### config.mk
export PLATFORM = sky130hd
export DESIGN_NAME = sorter_param
export DESIGN_NICKNAME = d
export VERILOG_FILES = /design/src/rtl/sorter_param.sv
export SDC_FILE = /design/constraint.sdc
export NUM_CORES = 1
export LEC_CHECK = 0
export CAP_MARGIN = 10
export CORE_MARGIN = 2
export CORE_UTILIZATION = 55
export CTS_CLUSTER_DIAMETER = 30
export DETAILED_ROUTE_END_ITERATION = 7
export PLACE_DENSITY = 0.83
export SLEW_MARGIN = 10
export SYNTH_ARGS = -nofsm -noshare
export SYNTH_HDL_FRONTEND = slang
export SYNTH_SLANG_ARGS = --single-unit
### constraint.sdc
create_clock -name clock -period 6.6 [get_ports clock]
set_input_delay 1.65 -clock clock [delete_from_list [all_inputs] [get_ports clock]]
set_output_delay 1.65 -clock clock [all_outputs]
set_load 0.02 [all_outputs]
### src/rtl/sorter_param.sv
// ---------------------------------------------------------------------------
// sorter_param
//
// Parametrised package sorter. Bins the weight on the scale into NUM_GROUPS
// groups using packed upper limits. A package is counted once, after its
// weight has read the same nonzero value for STABLE_CYCLES consecutive
// samples. Keeps per-group counters (saturating or wrapping), sticky
// per-group overflow flags, a wrapping total and a one-cycle sort strobe.
// All registers update on the falling edge of clock.
//
// Ports:
//   clock          in   1                    clock, falling-edge active
//   reset_n        in   1                    asynchronous active-low reset
//   weight         in   WEIGHT_W             scale reading, 0 = empty scale
//   clear          in   1                    synchronous clear of counters/flags
//   counts         out  NUM_GROUPS*COUNT_W   group counters, group 1 in LSBs
//   overflow       out  NUM_GROUPS           sticky per-group overflow flags
//   total          out  TOTAL_W              packages counted since reset/clear
//   current_group  out  4                    combinational bin of weight
//   sorted         out  1                    one-cycle strobe per counted package
// ---------------------------------------------------------------------------
module sorter_param #(
  parameter int WEIGHT_W      = 12,
  parameter int NUM_GROUPS    = 6,
  parameter logic [(NUM_GROUPS-1)*WEIGHT_W-1:0] LIMITS =
    {12'd2000, 12'd1500, 12'd750, 12'd500, 12'd250},
  parameter int COUNT_W       = 8,
  parameter int TOTAL_W       = 16,
  parameter int STABLE_CYCLES = 2,
  parameter bit SATURATE      = 1'b1
) (
  input  logic                          clock,
  input  logic                          reset_n,
  input  logic [WEIGHT_W-1:0]           weight,
  input  logic                          clear,
  output logic [NUM_GROUPS*COUNT_W-1:0] counts,
  output logic [NUM_GROUPS-1:0]         overflow,
  output logic [TOTAL_W-1:0]            total,
  output logic [3:0]                    current_group,
  output logic                          sorted
);

  localparam int STAB_W = $clog2(STABLE_CYCLES + 1) + 1;

  typedef enum logic [1:0] {EMPTY, SETTLE, COUNTED} state_t;

  state_t                state_q, state_d;
  logic [WEIGHT_W-1:0]   capt_q, capt_d;
  logic [STAB_W-1:0]     stab_q, stab_d;
  logic                  count_event;
  logic [COUNT_W-1:0]    cnt_q [NUM_GROUPS];
  logic [NUM_GROUPS-1:0] ovf_q;
  logic [TOTAL_W-1:0]    total_q;
  logic                  sorted_q;

  // Limits are strictly increasing, so scanning from the top limit down
  // leaves the lowest limit the weight still fits under.
  function automatic logic [3:0] classify(input logic [WEIGHT_W-1:0] w);
    logic [3:0] bin;
    bin = 4'(NUM_GROUPS);
    for (int k = NUM_GROUPS - 2; k >= 0; k--) begin
      if (w <= LIMITS[k*WEIGHT_W +: WEIGHT_W]) bin = 4'(k + 1);
    end
    if (w == '0) bin = '0;
    return bin;
  endfunction

  assign current_group = classify(weight);

  // State, captured weight and stability counter.
  always_ff @(negedge clock or negedge reset_n) begin
    if (!reset_n) begin
      state_q <= EMPTY;
      capt_q  <= '0;
      stab_q  <= '0;
    end else begin
      state_q <= state_d;
      capt_q  <= capt_d;
      stab_q  <= stab_d;
    end
  end

  // Next-state logic. A package is counted when the stable-sample count
  // reaches STABLE_CYCLES; once counted, weight changes are ignored until
  // the scale reads empty again.
  always_comb begin
    state_d     = state_q;
    capt_d      = capt_q;
    stab_d      = stab_q;
    count_event = 1'b0;
    case (state_q)
      EMPTY: begin
        if (weight != '0) begin
          capt_d = weight;
          stab_d = STAB_W'(1);
          if (STABLE_CYCLES == 1) begin
            count_event = 1'b1;
            state_d     = COUNTED;
          end else begin
            state_d = SETTLE;
          end
        end
      end
      SETTLE: begin
        if (weight == '0) begin
          state_d = EMPTY;
        end else if (weight != capt_q) begin
          capt_d = weight;
          stab_d = STAB_W'(1);
        end else begin
          stab_d = stab_q + STAB_W'(1);
          if (stab_d == STAB_W'(STABLE_CYCLES)) begin
            count_event = 1'b1;
            state_d     = COUNTED;
          end
        end
      end
      COUNTED: begin
        if (weight == '0) state_d = EMPTY;
      end
      default: state_d = EMPTY;
    endcase
  end

  // Counters, flags and strobe. A count event only happens when the current
  // weight equals the captured one, so the live bin is the captured bin.
  // Clear beats a simultaneous count, but the strobe still fires.
  always_ff @(negedge clock or negedge reset_n) begin
    if (!reset_n) begin
      for (int g = 0; g < NUM_GROUPS; g++) cnt_q[g] <= '0;
      ovf_q    <= '0;
      total_q  <= '0;
      sorted_q <= 1'b0;
    end else begin
      sorted_q <= count_event;
      if (clear) begin
        for (int g = 0; g < NUM_GROUPS; g++) cnt_q[g] <= '0;
        ovf_q   <= '0;
        total_q <= '0;
      end else if (count_event) begin
        total_q <= total_q + TOTAL_W'(1);
        for (int g = 0; g < NUM_GROUPS; g++) begin
          if (current_group == 4'(g + 1)) begin
            if (cnt_q[g] == '1) begin
              ovf_q[g] <= 1'b1;
              cnt_q[g] <= SATURATE ? cnt_q[g] : '0;
            end else begin
              cnt_q[g] <= cnt_q[g] + COUNT_W'(1);
            end
          end
        end
      end
    end
  end

  for (genvar g = 0; g < NUM_GROUPS; g++) begin : g_pack
    assign counts[g*COUNT_W +: COUNT_W] = cnt_q[g];
  end

  assign overflow = ovf_q;
  assign total    = total_q;
  assign sorted   = sorted_q;

endmodule

# Yosys cells after proc, flatten, opt, wreduce, memory -nomap -nowiden
# Cells that the tools add are included.
# op_classes
n_addsub	8
magnitude_cmp	5
n_eq_ne	28
n_mux	54
reduce_logical	32
# op_table
op	n
$mux 48	2
$mux 8	12
$add 8x1->8 const B	6
$eq 8x8->1 const B	6
$reduce_and 3->1	13
$mux 12	3
$mux 16	2
$reduce_bool 2->1	14
$le 12x11->1 const B	2
$pmux 12 s2	1
$ne 2x2->1 const B	10
$add 16x1->16 const B	1
$mux 1	16
$mux 2	7
$eq 4x3->1 const B	3
$le 12x10->1 const B	1
$le 12x8->1 const B	1
$le 12x9->1 const B	1
$logic_not 12->1	1
$mux 3	4
$mux 4	3
$mux 6	2
$ne 12x12->1	1
$reduce_bool 12->1	1
11 further kinds	14
# word_totals
ff_bits	88
input_bits	15
wordCells	144

# Logic depth before layout (Yosys ltp)
# Gate-level depths: netlist (run 1).
# depth
word_depth	11
ltp_mapped	9
mapped_depth_nobuf	8

==> metrics.txt, run 1 <==
outcome finished, violations left; violated checks negative setup slack; IO Pins 90; Top cell by count, worst path or4_4; RD Place Congestion a little over 0.9; detailed placement HPWL between 9000 and 10,000 um; worst-case clock skew between 0.008 and 0.009 ns; CTS tree done; antenna viol nets, final 0; CTS sink cnt 88; ys async rst share between 90% and 100%; Initial Utilization a little under three fifths; proportion of netlist area held by the largest area contributor between 40% and 50%; Crit path arrival time about 3.8 ns; Post-synth EDFFs 0; yosys warns 0; pwr dens 142 nW/um^2; top cells by area, synth dfrtn_1 45%, a21oi_1 5.1%, xnor2_1 4.1%; setup violators final 25; nets about 700; DRC errors left 0; Final Routed Wirelength ~17,000 um; vias in the first global route between 4,000 and 5,000; via-per-instance ratio 6.60; reg2reg start capt_q[11]; post-synthesis cell area ~4900 um^2; clk slew on worst S/H paths about 0.06 ns; setup ws final -0.186 ns; Syn Area/Cell around 9.3 um^2; Max VDD drop between 0.09 and 0.1 mV; port bufs 88; post-synth net total roughly 550; placeable core area approximately 8700 um^2; count of cell types in the netlist 55; worst hold path class flop to flop; placed instance area roughly 6400 um^2; first-pass GRT wire length roughly 24,000 um; clk buf depth 2; critical path data required time 3.66 ns; Die Span Y 98.2 um; critical path class input port to flop; largest area contributor in the netlist dfrtn_1; Clock Latency Late Sink approximately 0.34 ns; total power approximately 1.1 mW; die area slightly below 10,000 um^2; layout cells sized above 1 around a third; CTS Buf Count 9; Final Hold Fails 0; Worst path slowest cell or4_4; GRT Residual Overflow 0; WHS 0.457 ns; CP Cell Sequence buf_2 -> xnor2_2 -> nand3_2 -> or4_4 -> buf_6 -> or4_4 -> or3_4 -> a21oi_2; Max Cap Viol 0; crit path buf inv count 2; via count approximately 5,200; antenna violations before repair 0; CP startpoint kind input port; max-slew violation count 0; crit end category flop; final instance area approximately 7400 um^2; leakage power approximately 2.9 nW; register area share after synthesis approximately 45%; pin count of the biggest net entering global routing 36; Slew @ Worst Pin around 0.94 ns; Die Span X approximately 98 um; Post-synth top cells 88 x dfrtn_1, 50 x a21oi_1, 42 x nand2_1, 42 x nor2_1, 30 x nand3_1; FP Rows 34; top_reg_cell synth dfrtn_1; Slew Limit Headroom between 30% and 40%; Root Buffer clkbuf_8; top-count cell post-synth dfrtn_1; CP max stage delay about 0.6 ns; Antenna Cells 0; RSZ-0062 raised after global routing true; Top delay family on crit path simple AND/OR/NAND/NOR gates; worst hold start overflow[3]; WL per Instance between 20 and 25 um; gr usage total roughly 30%; H-tree lvl count 3; CP Launch Point weight[6]; cell count after synthesis ~530; #FFs+latches synth 88; number of DRC markers in iteration 0 about 450; Fillers roughly 440; CP Max Fanout 5; Pre-Repair DR Iteration Count 5; P&R area growth vs syn 51.8%
-- per-stage QoR --
step                instances  setup WS (ns)  setup TNS (ns)  utilization [%]
floorplan                 525         -0.489          -15.89                -
global placement          754         -0.947          -55.57             73.3
detailed placement        754          -1.08          -59.57             73.3
CTS                       778         -0.170           -1.38             78.8
global route              791         -0.251           -4.63             85.4
finish                    791         -0.186           -2.27             85.4
-- repair_timing --
item,CTS,global route
setup buffers,7,10
gates cloned,2,3
hold buffers,0,0
pin swaps,43,56
gates resized for setup,104,98
setup endpoints to repair,80,67
-- layout make-up --
| type | instances | area [um^2] | area share, % |
|---|---|---|---|
| Inverter | 12 | 45.0 | 0.608 |
| Timing Repair Buffer | 169 | 1640 | 22.2 |
| Multi-Input combinational cell | 398 | 3190 | 43.1 |
| Clock buffer | 10 | 128 | 1.72 |
| Clock inverter | 6 | 67.6 | 0.912 |
| Tap cell | 108 | 135 | 1.82 |
| Sequential cell | 88 | 2200 | 29.7 |
-- sequential cells by signal, summed over array words and instances, names as in the netlist --
name	flops
capt_q	12
counts	48
overflow	6
sorted	1
stab_q	3
state_q	2
total	16
-- logic make-up after synthesis --
| group | after synthesis | share of synthesized area, % |
|---|---|---|
| DFF | 88 | 45.1 |
| and+or+nand+nor | 229 | 25.5 |
| other | 1 | 0.0768 |
| adders and majority gates | 9 | 2.31 |
| xor gates and xnor gates | 30 | 5.69 |
| buffers and inverters | 41 | 4.20 |
| muxes | 14 | 3.13 |
| AOI/OAI and AO/OA | 113 | 14.0 |
-- where the power goes --
part,leakage (nW),internal (mW),total [mW],switching (mW)
Sequential,1.19,0.546,0.550,0.00459
Clock,0.0933,0.177,0.385,0.207
Combinational,1.63,0.0549,0.121,0.0657
Total,2.92,0.778,1.06,0.277
-- worst paths after layout --
| path | slack [ns] | end | cells after the start |
|---|---|---|---|
| max in group asynchronous | 1.41 | overflow[2] | 2 |
| min reg2reg | 0.46 | overflow[3] | 2 |
| min | 0.46 | overflow[3] | 2 |
| min in group asynchronous | 4.43 | counts[3] | 1 |
| max reg2reg | 4.07 | counts[5] | 7 |
| max | -0.19 | counts[5] | 8 |
-- worst reg2reg max path, stage by stage (launching register included) --
cell and delay (ns):
dfrtn_1 0.51, xnor2_4 0.15, nand4_1 0.16, or4_4 0.48, buf_6 0.16, or4_4 0.59, or3_4 0.37, a21oi_2 0.14
-- placed cells by master, fill, tap and decap left out, drive strengths merged, types with 5 or more instances in the layout --
cell           Yosys  routed
a21oi             50      50
a41oi              5       5
and2               5       5
and3              15      15
buf               12      94
clkbuf            17      11
clkdlybuf4s50      0      74
dfrtn             88      88
ha                 9       9
inv               11      13
mux2              10      10
nand2             42      42
nand3             30      30
nand4             13      13
nor2              42      42
nor2b              6       6
nor3              11      11
nor4              14      14
o21ai             26      26
o31ai             13      13
or3               19      19
or4               15      16
xnor2             25      25
xor2               5       5
-- layer usage --
layer	share of wire (%)	vias to the layer above	global-route usage, %	wire (um)
met5	0	-	0	0
li1	-	2260	-	-
met3	8.2	71	4.51	1390
met1	38	2514	39.5	6420
met4	3.0	0	7.06	514
met2	51	377	52.5	8600
No activity file was read; power rests on OpenSTA's default activity.
==> run 2, diff against run 1 <==
==> constraint.sdc (replaced) <==
create_clock -name clock -period 6.6 [get_ports clock]
set_input_delay 1.65 -clock clock [delete_from_list [all_inputs] [get_ports clock]]
set_output_delay 1.65 -clock clock [all_outputs]
set_load 0.1 [all_outputs]
==> metrics.txt, run 2 (synthesis gave the netlist of run 1 again) <==
outcome finished, violations left; violated checks negative setup slack; die area a little under 10,000 um^2; CTS tree done; Pre-Repair DR Iteration Count 5; Antenna Cells 0; max reg flops between 40 and 50; P_int between 800 and 900 uW; clk buf depth 2; placeable core area around 8700 um^2; via count between 5,000 and 6,000; pin count of the biggest net entering global routing 36; antenna violations before repair 0; slack of the worst reg-to-reg path about 3.8 ns; Slew @ Worst Pin 0.848 ns; Min-Delay Endpoint overflow[4]; Initial Utilization approximately 56%; FF/Latch Area 2200 um^2; critical path data required time approximately 3.5 ns; CP startpoint kind input port; commonest non-fill, non-tap cell in the layout buf_4; setup ws final -0.476 ns; sw frac a little over a quarter; worst flop-to-flop path endpoint counts[1]; crit end category flop; total power around 1.1 mW; worst hold stages 2; CP Max Fanout 6; worst hold path class flop to flop; critical path class input port to flop; Die Span X a little under 100 um; H-tree lvl count 3; layout cells sized above 1 45.0%; placed cell count about 760; DRC errors left 0; pwr dens about 150 nW/um^2; sequential share of power 48.0%; Die Span Y just under 100 um; CTS Buf Count 9; FP Rows 34; vias in the first global route ~5,300; Comb pwr share 12.5%; reg2reg start capt_q[7]; nets just over 700; max-slew violation count 0; Final Hold Fails 0; IO Pins 90; Clock Latency Late Sink 0.36 ns; WL per Instance between 20 and 30 um; first-pass GRT wire length around 28,000 um; Max VDD drop around 0.13 mV; RSZ-0062 raised after global routing true; antenna viol nets, final 0; via-per-instance ratio 7.30; GRT Residual Overflow 0; total negative setup slack -13.03 ns; Multi-input gate area roughly 3300 um^2; CTS sink cnt between 80 and 90; commonest cells after routing, fill and taps aside 115 x buf_4, 88 x dfrtn_1, 41 x nor2_1; number of DRC markers in iteration 0 ~720; P&R area growth vs syn 59.2%; gr usage total 35.9%; Crit path arrival time approximately 3.9 ns; detailed placement HPWL ~10,000 um; port bufs 88; Final Routed Wirelength between 20,000 and 25,000 um; RD Place Congestion approximately 0.91; setup violators final slightly below 70; Slew Limit Headroom a little over two fifths; worst hold start overflow[4]; Fillers around 350; share of total power in the clock network approximately two fifths; CTS Hold Bufs 0; R2R cell count 8; Max Cap Viol 0; fin cells between 800 and 900; Root Buffer clkbuf_8; worst-case clock skew between 0.01 and 0.015 ns; clk slew on worst S/H paths approximately 0.060 ns; P_sw about 310 uW; leakage power around 3.3 nW
==> run 2: cell count changes in the layout (fill, tap and decap cells not counted), moves of 5 or more <==
cell             previous run  this run
o21ai_1                     7        12
buf_12                      5        32
clkdlybuf4s50_1            74         0
buf_4                      55       115
o21ai_2                     6         1
==> run 2: worst max-delay path: stages <==
cell and delay, ns:
buf_6 0.10, xnor2_2 0.19, nand4_1 0.23, or4_4 0.61
buf_6 0.15, or4_4 0.55, buf_4 0.19, mux2i_1 0.18
nor2_1 0.09
==> run 2: what timing repair did <==
| action | in CTS | in global routing |
|---|---|---|
| pin swaps | 38 | 34 |
| endpoints found under the setup margin | 81 | 70 |
| resized for setup | 122 | 89 |
| gates cloned | 3 | 2 |
| setup buffers | 14 | 14 |
==> run 2: cell type report <==
cell class / instances / area share, %
Inverter: 12 / 0.628
Sequential cell: 88 / 28.3
Clock inverter: 4 / 0.999
Tap cell: 108 / 1.74
Clock buffer: 11 / 1.95
Timing Repair Buffer: 182 / 24.3
Multi-Input combinational cell: 399 / 42.0
==> run 2: worst max path at each step <==
| stage | slack [ns] | to | cells past startpoint | startpoint |
|---|---|---|---|---|
| 2_1_floorplan | -0.49 | counts[43] | 8 | weight[8] |
| 3_3_place_gp | -0.98 | counts[4] | 8 | weight[8] |
| 3_5_place_dp | -1.03 | counts[4] | 8 | weight[8] |
| 4_1_cts | -0.28 | counts[4] | 8 | weight[1] |
| 5_1_grt | -0.46 | counts[1] | 9 | weight[7] |
| 6_report | -0.48 | counts[1] | 9 | weight[7] |
==> run 2: layer usage <==
layer / wire length [um] / share of wire (%) / up-vias / GRT usage (%)
li1: - / - / 2282 / -
met1: 7070 / 33 / 2782 / 45.1
met2: 10100 / 47 / 581 / 60.0
met3: 2420 / 11 / 221 / 6.80
met4: 1970 / 9.1 / 0 / 17.2
met5: 0 / 0 / - / 0
==> run 2: through the flow <==
step	setup slack, ns	util [%]	hold WS [ns]	cell area (um^2)
CTS	-0.276	83.8	0.457	7270
detailed placement	-1.03	76.5	0.449	6640
global route	-0.462	89.5	0.476	7770
floorplan	-0.491	-	0.406	5100
finish	-0.476	89.5	0.457	7770
global placement	-0.983	76.5	0.426	6640
==> run 2: power by group through the flow <==
stage,Combinational (mW),Sequential [mW],Clock [mW]
after global placement,0.105,0.559,0
after CTS,0.118,0.550,0.433
after global routing,0.148,0.551,0.470
final,0.143,0.551,0.453
after floorplan,0.0593,0.558,0
after detailed placement,0.107,0.559,0
